### config.mk
export PLATFORM = sky130hd
export DESIGN_NAME = io_window_decoder
export DESIGN_NICKNAME = d
export VERILOG_FILES = /design/src/rtl/io_window_decoder.sv
export SDC_FILE = /design/constraint.sdc
export NUM_CORES = 1
export LEC_CHECK = 0
export ABC_AREA = 1
export BUFFER_PORTS_ARGS = -buffer_cell sky130_fd_sc_hd__buf_2
export CAP_MARGIN = 40
export CORE_MARGIN = 2
export CORE_UTILIZATION = 31
export DETAILED_ROUTE_END_ITERATION = 8
export PLACE_DENSITY = 0.45
export SLEW_MARGIN = 20
export SYNTH_ARGS = -nofsm -noshare
export SYNTH_HDL_FRONTEND = slang
export SYNTH_SLANG_ARGS = --single-unit
### constraint.sdc
create_clock -name clk -period 3 [get_ports clk]
set_input_delay 0.3 -clock clk [delete_from_list [all_inputs] [get_ports clk]]
set_output_delay 0.3 -clock clk [all_outputs]
set_load 0.01 [all_outputs]
### src/rtl/io_window_decoder.sv
// io_window_decoder: maps CPU I/O cycles onto slot chip-selects through
// NUM_WIN programmable base/mask windows (lowest index wins). A bus-cycle FSM
// holds the CPU via ready_n for the window's wait states and until the slot
// reports ready; a watchdog forces completion of hung cycles.
// Ports:
//   clk, rst_n                  clock, async active-low reset
//   addr, iorq_n, r_w_          CPU I/O bus
//   dev_ready_n                 per-slot ready (1 = ready)
//   cfg_we/cfg_addr/cfg_wdata   single-clock config write port
//   cfg_rdata                   combinational config readback
//   cs_n, ready_n, io_r_w_,
//   data_oe_n, data_dir         registered slot/CPU controls
//   irq_err                     OR of sticky timeout/nomatch flags
module io_window_decoder #(
  parameter int unsigned ADDR_W    = 8,
  parameter int unsigned NUM_WIN   = 4,
  parameter int unsigned NUM_SLOTS = 5,
  parameter int unsigned TIMEOUT   = 64
) (
  input  logic                 clk,
  input  logic                 rst_n,
  input  logic [ADDR_W-1:0]    addr,
  input  logic                 iorq_n,
  input  logic                 r_w_,
  input  logic [NUM_SLOTS-1:0] dev_ready_n,
  input  logic                 cfg_we,
  input  logic [7:0]           cfg_addr,
  input  logic [15:0]          cfg_wdata,
  output logic [15:0]          cfg_rdata,
  output logic [NUM_SLOTS-1:0] cs_n,
  output logic                 ready_n,
  output logic                 io_r_w_,
  output logic                 data_oe_n,
  output logic                 data_dir,
  output logic                 irq_err
);

  localparam int unsigned WIN_W  = (NUM_WIN > 1) ? $clog2(NUM_WIN) : 1;
  localparam int unsigned TCNT_W = $clog2(TIMEOUT);

  typedef enum logic [1:0] {S_IDLE, S_ACTIVE, S_DONE} state_t;

  // Window configuration tables
  logic [ADDR_W-1:0]  r_base   [NUM_WIN];
  logic [ADDR_W-1:0]  r_mask   [NUM_WIN];
  logic [3:0]         r_slot_t [NUM_WIN];
  logic [3:0]         r_wait   [NUM_WIN];
  logic [NUM_WIN-1:0] r_en, r_wr_ok, r_rd_ok;

  // Bus-cycle state and status
  state_t             r_state;
  logic [3:0]         r_slot;
  logic [3:0]         r_wcnt;
  logic [TCNT_W-1:0]  r_tcnt;
  logic [7:0]         r_hit_cnt;
  logic [3:0]         r_last_win;
  logic               r_timeout, r_nomatch;

  logic [2:0]         w_tbl;
  logic               w_idx_ok;
  logic [WIN_W-1:0]   w_idx;
  logic               w_stat_we;
  logic [NUM_WIN-1:0] w_match;
  logic               w_hit;
  logic [WIN_W-1:0]   w_win;
  logic [3:0]         w_slot;
  logic [3:0]         w_wait;
  logic [NUM_SLOTS-1:0] w_cs_sel;
  logic               w_dev_rdy;
  logic               w_unused_ok;

  assign w_tbl     = cfg_addr[7:5];
  assign w_idx_ok  = 32'(cfg_addr[4:0]) < NUM_WIN;
  assign w_idx     = WIN_W'(cfg_addr[4:0]);
  assign w_stat_we = cfg_we && (w_tbl == 3'd7);
  assign irq_err   = r_timeout | r_nomatch;
  assign w_unused_ok = ^cfg_wdata;

  // Per-window match terms
  always_comb begin
    w_match = '0;
    for (int i = 0; i < int'(NUM_WIN); i++) begin
      w_match[i] = r_en[i] &&
                   ((addr & r_mask[i]) == (r_base[i] & r_mask[i])) &&
                   (r_w_ ? r_rd_ok[i] : r_wr_ok[i]) &&
                   (32'(r_slot_t[i]) < NUM_SLOTS);
    end
  end

  // Priority pick: scan downwards so the lowest matching index is the last written
  always_comb begin
    w_hit  = 1'b0;
    w_win  = '0;
    w_slot = '0;
    w_wait = '0;
    for (int i = int'(NUM_WIN) - 1; i >= 0; i--) begin
      if (w_match[i]) begin
        w_hit  = 1'b1;
        w_win  = WIN_W'(i);
        w_slot = r_slot_t[i];
        w_wait = r_wait[i];
      end
    end
  end

  // One-hot chip-select for the winning slot, and ready of the latched slot
  always_comb begin
    w_cs_sel  = '0;
    w_dev_rdy = 1'b0;
    for (int s = 0; s < int'(NUM_SLOTS); s++) begin
      w_cs_sel[s] = (4'(s) == w_slot);
      if (4'(s) == r_slot) w_dev_rdy = dev_ready_n[s];
    end
  end

  // Config readback
  always_comb begin
    cfg_rdata = '0;
    if (w_tbl == 3'd7) begin
      cfg_rdata = {r_hit_cnt, 2'b00, r_nomatch, r_timeout, r_last_win};
    end else if (w_idx_ok) begin
      case (w_tbl)
        3'd0:    cfg_rdata = 16'(r_base[w_idx]);
        3'd1:    cfg_rdata = 16'(r_mask[w_idx]);
        3'd2:    cfg_rdata = {8'h00, r_en[w_idx], r_wr_ok[w_idx], r_rd_ok[w_idx],
                              1'b0, r_slot_t[w_idx]};
        3'd3:    cfg_rdata = {12'h000, r_wait[w_idx]};
        default: cfg_rdata = '0;
      endcase
    end
  end

  // Window table writes
  always_ff @(posedge clk or negedge rst_n) begin
    if (!rst_n) begin
      for (int i = 0; i < int'(NUM_WIN); i++) begin
        r_base[i]   <= '0;
        r_mask[i]   <= '0;
        r_slot_t[i] <= '0;
        r_wait[i]   <= '0;
      end
      r_en    <= '0;
      r_wr_ok <= '0;
      r_rd_ok <= '0;
    end else if (cfg_we && w_idx_ok) begin
      case (w_tbl)
        3'd0: r_base[w_idx] <= ADDR_W'(cfg_wdata);
        3'd1: r_mask[w_idx] <= ADDR_W'(cfg_wdata);
        3'd2: begin
          r_en[w_idx]     <= cfg_wdata[7];
          r_wr_ok[w_idx]  <= cfg_wdata[6];
          r_rd_ok[w_idx]  <= cfg_wdata[5];
          r_slot_t[w_idx] <= cfg_wdata[3:0];
        end
        3'd3: r_wait[w_idx] <= cfg_wdata[3:0];
        default: ;
      endcase
    end
  end

  // Bus-cycle FSM with registered outputs and sticky status
  always_ff @(posedge clk or negedge rst_n) begin
    if (!rst_n) begin
      r_state    <= S_IDLE;
      r_slot     <= '0;
      r_wcnt     <= '0;
      r_tcnt     <= '0;
      r_hit_cnt  <= '0;
      r_last_win <= '0;
      r_timeout  <= 1'b0;
      r_nomatch  <= 1'b0;
      cs_n       <= '1;
      ready_n    <= 1'b1;
      io_r_w_    <= 1'b1;
      data_oe_n  <= 1'b1;
      data_dir   <= 1'b1;
    end else begin
      // W1C clears come first so a same-cycle flag set overrides them
      if (w_stat_we) begin
        if (cfg_wdata[5]) r_nomatch <= 1'b0;
        if (cfg_wdata[4]) r_timeout <= 1'b0;
      end
      case (r_state)
        S_IDLE: begin
          if (!iorq_n) begin
            r_slot <= w_slot;
            r_wcnt <= w_wait;
            r_tcnt <= '0;
            if (w_hit) begin
              r_state    <= S_ACTIVE;
              cs_n       <= ~w_cs_sel;
              ready_n    <= 1'b0;
              data_oe_n  <= 1'b0;
              io_r_w_    <= r_w_;
              data_dir   <= r_w_;
              r_hit_cnt  <= r_hit_cnt + 8'd1;
              r_last_win <= 4'(w_win);
            end else begin
              r_state   <= S_DONE;
              r_nomatch <= 1'b1;
            end
          end
        end
        S_ACTIVE: begin
          r_tcnt <= r_tcnt + TCNT_W'(1);
          if (iorq_n) begin
            r_state   <= S_IDLE;
            cs_n      <= '1;
            ready_n   <= 1'b1;
            io_r_w_   <= 1'b1;
            data_oe_n <= 1'b1;
            data_dir  <= 1'b1;
          end else if (r_tcnt == TCNT_W'(TIMEOUT - 1)) begin
            r_state   <= S_DONE;
            ready_n   <= 1'b1;
            r_timeout <= 1'b1;
          end else if (r_wcnt != 4'd0) begin
            r_wcnt <= r_wcnt - 4'd1;
          end else if (w_dev_rdy) begin
            r_state <= S_DONE;
            ready_n <= 1'b1;
          end
        end
        S_DONE: begin
          ready_n <= 1'b1;
          if (iorq_n) begin
            r_state   <= S_IDLE;
            cs_n      <= '1;
            io_r_w_   <= 1'b1;
            data_oe_n <= 1'b1;
            data_dir  <= 1'b1;
          end
        end
        default: r_state <= S_IDLE;
      endcase
    end
  end

endmodule

Word-level counts from Yosys, hierarchy flattened
Cells that the tools add are included.
{ "word_totals": {"reg_bits": 144, "inputBits": 42} }
{ "classes": {"n_addsub": 3, "magnitude_cmp": 9, "n_eq_ne": 28, "muxes": 100, "bitwise_logic": 12, "n_reduce_logical": 36} }
{ "op_table": {"columns": ["op", "n"], "rows": [
  ["4-bit two-way mux", 17],
  ["8-bit AND", 8],
  ["32-bit bitwise mux", 2],
  ["8-bit two-way mux", 6],
  ["1-bit two-way mux", 36],
  ["8-bit binary-select mux with 2-bit select", 2],
  ["16-bit bitwise mux", 2],
  ["8-bit equality test", 4],
  ["8-bit one-hot mux with 4 select lines", 1],
  ["2-bit two-way mux", 11],
  ["4-bit binary-select mux with 2-bit select", 2],
  ["8-bit demux with 2-bit select", 1],
  ["2-bit by 4-bit equality test with 1-bit output, first input constant", 4],
  ["1-bit logical AND", 16],
  ["4-bit by 3-bit less-than comparator with 1-bit output, second input constant", 4],
  ["16-bit two-way mux", 1],
  ["5-bit two-way mux", 3],
  ["4-bit bitwise mux", 3],
  ["2-bit inequality test, second input constant", 6],
  ["6-bit one-hot mux with 2 select lines", 1],
  ["2-bit AND reduction", 6],
  ["5-bit one-hot mux with 2 select lines", 1],
  ["5-bit AND reduction", 2],
  ["8-bit by 1-bit adder with 8-bit output, second input constant", 1],
  ["38 further kinds", 48]
]} }

Longest topological paths before layout
{ "logic_depth": {"word_depth": 14, "mapped_depth": 16, "ltp_nobuf": 15} }

Least setup slack after synthesis
Ideal clock, no wire load.
{ "synth_path": {"path_type": "reg2reg", "startpoint": "reg r_state[0]", "endpoint": "reg r_tcnt[5]", "setup_time_ns": 0.123, "t_arrival_ns": 1.723, "required_ns": 2.877, "path_slack_ns": 1.154, "path_stages_with_launch": 14, "n_path_buf": 0, "cell_sequence": "dfrtp_1 > inv_1 > ha_1 > inv_2 > nor2_4 > inv_2 > nand2_1 > inv_2 > nor2_1 > nand3_1 > nor2_1 > nand2_1 > o22ai_1 > a21oi_1"} }
{ "synth_between": {"elab_chain_len": 3, "elab_cells_between_ends": 6} }
{ "synth_lines": {"columns": ["item", "line_no", "rtl"], "rows": [
  ["start: declaration", "51", "state_t r_state;"],
  ["start signal: assignment", "164", "r_state <= S_IDLE;"],
  ["start signal: assignment", "190", "r_state <= S_ACTIVE;"],
  ["start signal: assignment", "199", "r_state <= S_DONE;"],
  ["2-bit by 1-bit equality test with 1-bit output / 2-bit logical NOT (equally long branches)", "183", "case (r_state)"],
  ["2-bit nonzero test (no source line) / 2-bit inequality test (equally long branches)", null, null],
  ["2-bit AND reduction (no source line)", null, null],
  ["end signal: assignment", "205", "r_tcnt <= r_tcnt + TCNT_W'(1);"],
  ["end: declaration", "54", "logic [TCNT_W-1:0] r_tcnt;"]
]} }
Parallel ways exist; a longest one is shown, timed or not.
A chain may end at the register's enable or synchronous reset.

Worst setup path after layout
{ "layout_path": {"startpoint": "reg r_slot_t[13] (netlist name)", "endpoint": "out cfg_rdata[1]"} }
{ "layout_between": {"elab_chain_len": 6} }
{ "layout_lines": {"columns": ["item", "line_no", "rtl"], "rows": [
  ["start: declaration", "46", "logic [3:0] r_slot_t [NUM_WIN];"],
  ["start signal: indexed assignment", "153", "r_slot_t[w_idx] <= cfg_wdata[3:0];"],
  ["4-bit binary-select mux with 2-bit select", "126", "1'b0, r_slot_t[w_idx]};"],
  ["4-bit two-way mux (not written as such) (2 in series)", "126", null],
  ["8-bit one-hot mux with 4 select lines", "122", "case (w_tbl)"],
  ["8-bit two-way mux", "121", "end else if (w_idx_ok) begin"],
  ["16-bit two-way mux", "119", "if (w_tbl == 3'd7) begin"],
  ["end: declaration", "29", "output logic [15:0] cfg_rdata,"]
]} }
No other way between the ends. The select of a mux whose other input is x is not followed.

==> results <==
- The run finished with clean final reports.
- The via count of the first global-routing pass is 6,608.
- The number of gates resized after cts is 0.
- The signal arrival time at the worst endpoint is 2190 ps.
- The sum of routed wire length over all layers is 23,600 µm.
- Setup repair after global routing left no endpoint under its margin.
- The worst setup path is launched from a register.
- The worst setup skew after layout is 12.4 ps.
- Derived from the worst setup path, the maximum achievable clock frequency is 401 MHz.
- The count of final setup violators is 0.
- The detail route stage leaves a number of antenna-violating nets equal to 0.
- For this design the static power due to leakage is 4.08 nW.
- STA classifies the critical path endpoint as an output port.
- In this run the most critical hold path is launched from r_w_.
- The fraction of power consumed by sequential logic is 0.410.
- The switching component of the power is 1.48 mW.
- The floorplan step set the die height to 162 µm.
- The number of unique standard cell types used by synthesis is 44.
- TritonCTS built the clock tree.
- The number of antenna diodes is 0.
- The number of max-slew violations in the final report is 0.
- The ratio of final minimum period to clock period is 0.831.
- The setup slack after layout is 507 ps.
- After technology mapping, the gate count stands at 995.
- The HPWL after detailed placement is 17,200 µm.
- The floorplan step defined a die boundary enclosing 26,100 µm².
- The placed cell count is 1,358.
- Summed over all layers, the global routing overflow is 0.
- The post-route setup TNS is 0 ps.
- The worst register-to-register path begins at r_slot_t[12].
- At the pin with the least slew margin, the transition time is 701 ps.
- The final period demand of the worst path is 2490 ps.
- After detailed routing, the number of remaining DRC violations is 0.
- In this run the number of H-tree levels came out at 4.
- For this run, the total global-route usage over all layers was measured as 0.189.
- The starting DRC count in detailed routing is 471.
- The initial utilization of the core area, before any placement, comes to 0.317.
- The internal power contribution is 4.03 mW.
- 68 I/O pins were placed.
- The clock network latency to the later pin of the worst-skew pair is 430 ps.
- The global-route wire length before repair is 37,600 µm.
- Of the total power, the clock network draws 0.448.
- The wire length per cell after detailed routing is 17.0 µm.
- The count of placed standard cells in the final layout, fillers left out is 1,391.
- Counting both buffers and inverters, the worst setup path holds a total of 1.
- The clock net in this run drives a total of 144 sinks.
- Dividing the detail-routed via count by the number of cells gives 4.88.
- The clock passes through at most 2 buffers.
- The share of total power dissipated in combinational logic is 0.142.
- The proportion of total power due to net switching is 0.268.
- The final net count is 1,103.
- The class of the most critical setup path is reg2out.
- The finished cells cover 9070 µm².
- The synthesized design contains 144 register bits.
- Walking the worst path, the cells encountered are a22oi_1, o221ai_1, nand2_1, nor4b_1, o21ai_0, buf_2.
- In the final layout, the share of cells above drive strength 1 is 0.138.
- The end-of-flow core utilization is 0.373.
- Of the synthesized area, sequential elements account for 0.469.
- The number of antenna violations at the first check in global routing is 0.
- Broken down by cell family, the worst path's largest delay share belongs to compound AO/OA/AOI/OAI gates.
- The power density over the cells is 607 nW/µm².
- The warning count from the yosys run is 0.
- Relative to the synthesized area, the layout overhead comes to 17.8%.
- The biggest fanout along the worst timing path is 4.
- The worst slew margin relative to its limit is 0.532.
- The clock-pin slew of the registers on the worst-case setup and hold paths is 60 ps.
- The clock root buffer is clkbuf_16.
- The core box area is 24,300 µm².
- The horizontal die dimension is 162 µm.
- Once placement finished, the instance area stood at 8380 µm².
- In this run the worst setup path begins at r_slot_t[13].
- The maximum number of pins on one net before global-route repair is 60.
- The number of buffers created by CTS is 17.
- The first TritonRoute pass finished after 6 iterations.
- At the placement stage, the worst setup path has a slack of 659 ps.
- In this run the worst hold path is classified as in2reg.
- Each instance of the synthesized netlist takes up on average 7.74 µm².
- The row count is 57.
- The library cell contributing the largest single delay on the critical path is nor4b_1.
- The final count of hold timing violations is 0.
- The final route contains 6,782 vias.
- The count of buffers from port buffering is 59.
- The worst supply voltage drop on vdd is 0.324 mV.
- For this run, the slowest stage of the critical path takes 470 ps.
- The netlist area before placement is 7700 µm².
- The number of maximum-capacitance violations is 0.
- At the worst endpoint, the required time is 2700 ps.
- The number of nets handed over by synthesis was 1,044.
- The weighted congestion reported at the end of routability-driven placement is 0.845.
- In this run the register-to-register setup slack is 780 ps.
-- per-stage QoR --
stage               hold WS [ps]  total power [mW]
floorplan                   4.41              2.78
global placement             326              3.07
detailed placement           331              3.08
CTS                          200              5.59
global route                 235              5.80
finish                       209              5.51
-- what timing repair did --
item | 4_1_cts | 5_1_grt
hold endpoints to repair | 54 | 0
hold buffers | 1 | 0
setup buffers | 0 | 0
-- power groups by stage --
| stage | clock (mW) | combinational (mW) | sequential (mW) |
|---|---|---|---|
| 4_1_cts | 2.54 | 0.795 | 2.26 |
| 5_1_grt | 2.62 | 0.899 | 2.28 |
| 3_3_place_gp | 0 | 0.786 | 2.29 |
| 2_1_floorplan | 0 | 0.501 | 2.28 |
| 6_report | 2.47 | 0.782 | 2.25 |
| 3_5_place_dp | 0 | 0.793 | 2.29 |
-- state kept, by name, indices dropped and copies added, names as in the netlist, 2 cells and up --
signal and flops:
r_base 32, r_mask 32, r_slot_t 16, r_wait 16, r_hit_cnt 8, r_tcnt 6
cs_n 5, r_en 4, r_rd_ok 4, r_slot 4, r_wcnt 4, r_wr_ok 4
r_last_win 2, r_state 2
-- routing by layer --
layer	vias up	track usage	wire length, µm
met2	110	0.301	10900
li1	3427	-	-
met5	-	0	0
met3	14	0.0360	811
met4	0	0.0539	318
met1	3231	0.262	11600
-- layout make-up --
class / count / area (µm²)
fillers: 2566 / 15200
flip-flops and latches: 144 / 3610
multi-input cells: 721 / 3570
clock buffers: 23 / 478
repair buffers: 76 / 444
well taps: 324 / 405
inverters: 94 / 358
clock inverters: 9 / 205
-- synthesized netlist by cell type (all sizes together) --
cell type / n / area, µm²
a221oi: 1 / 8.76
o22ai: 5 / 31.3
nor4b: 2 / 17.5
dfrtp: 136 / 3400
a22oi: 47 / 353
buf: 7 / 55.1
o31ai: 4 / 30.0
ha: 7 / 87.6
a21oi: 43 / 215
nand3: 40 / 265
nand4: 9 / 71.3
clkbuf: 29 / 109
inv: 89 / 334
nor3: 12 / 65.1
xor2: 6 / 52.6
a22o: 1 / 8.76
dfstp: 8 / 210
a21boi: 1 / 7.51
o21ai: 142 / 711
a31oi: 1 / 6.26
or2: 11 / 68.8
o221ai: 8 / 70.1
o21a: 1 / 7.51
clkinv: 5 / 23.8
nor3b: 1 / 7.51
nor2: 99 / 407
a211oi: 1 / 7.51
nand2: 279 / 1070
-- kinds of logic after synthesis --
group                      synth area share
buffers and inverters                0.0677
DFF                                   0.469
xor gates and xnor gates            0.00682
adders and majority gates            0.0114
and+or+nand+nor                       0.256
AOI/OAI and AO/OA                     0.189
-- cell usage in the layout (no fill, tap or decap), drive strengths merged --
cell type / netlist / routed
clkbuf: 29 / 23
dfrtp: 136 / 136
dfstp: 8 / 8
a211oi: 1 / 1
clkinvlp: 0 / 1
nand2: 279 / 279
a221oi: 1 / 1
nor4b: 2 / 2
xor2: 6 / 6
o21ai: 142 / 142
dlygate4sd3: 0 / 1
ha: 7 / 7
clkinv: 5 / 7
a22o: 1 / 1
nor3: 12 / 12
o31ai: 4 / 4
nand3: 40 / 40
a21oi: 43 / 43
nor2: 99 / 99
a21boi: 1 / 1
buf: 7 / 75
o221ai: 8 / 8
nor3b: 1 / 1
or2: 11 / 11
nand4: 9 / 9
a22oi: 47 / 47
a31oi: 1 / 1
o22ai: 5 / 5
bufinv: 0 / 6
o21a: 1 / 1
inv: 89 / 89
-- final timing paths --
kind                                 to  cells after the start
min in group asynchronous    r_mask[26]                      2
min                            data_dir                      3
min reg2reg                   data_oe_n                      2
max reg2reg                r_hit_cnt[3]                     10
max                        cfg_rdata[1]                      6
max in group asynchronous     r_mask[3]                      3
-- worst reg2reg max path, stage by stage (launching register included) --
cell and delay [ps]:
dfrtp_1 420, o21ai_0 250, nand4_1 190, nor2_2 250, nand3_4 240, nand4_4 240, nand3_4 190, clkinv_4 130
nand2_1 50, nor2_1 90, nor2_1 50
Note: power is estimated with default switching activity, not from simulation.
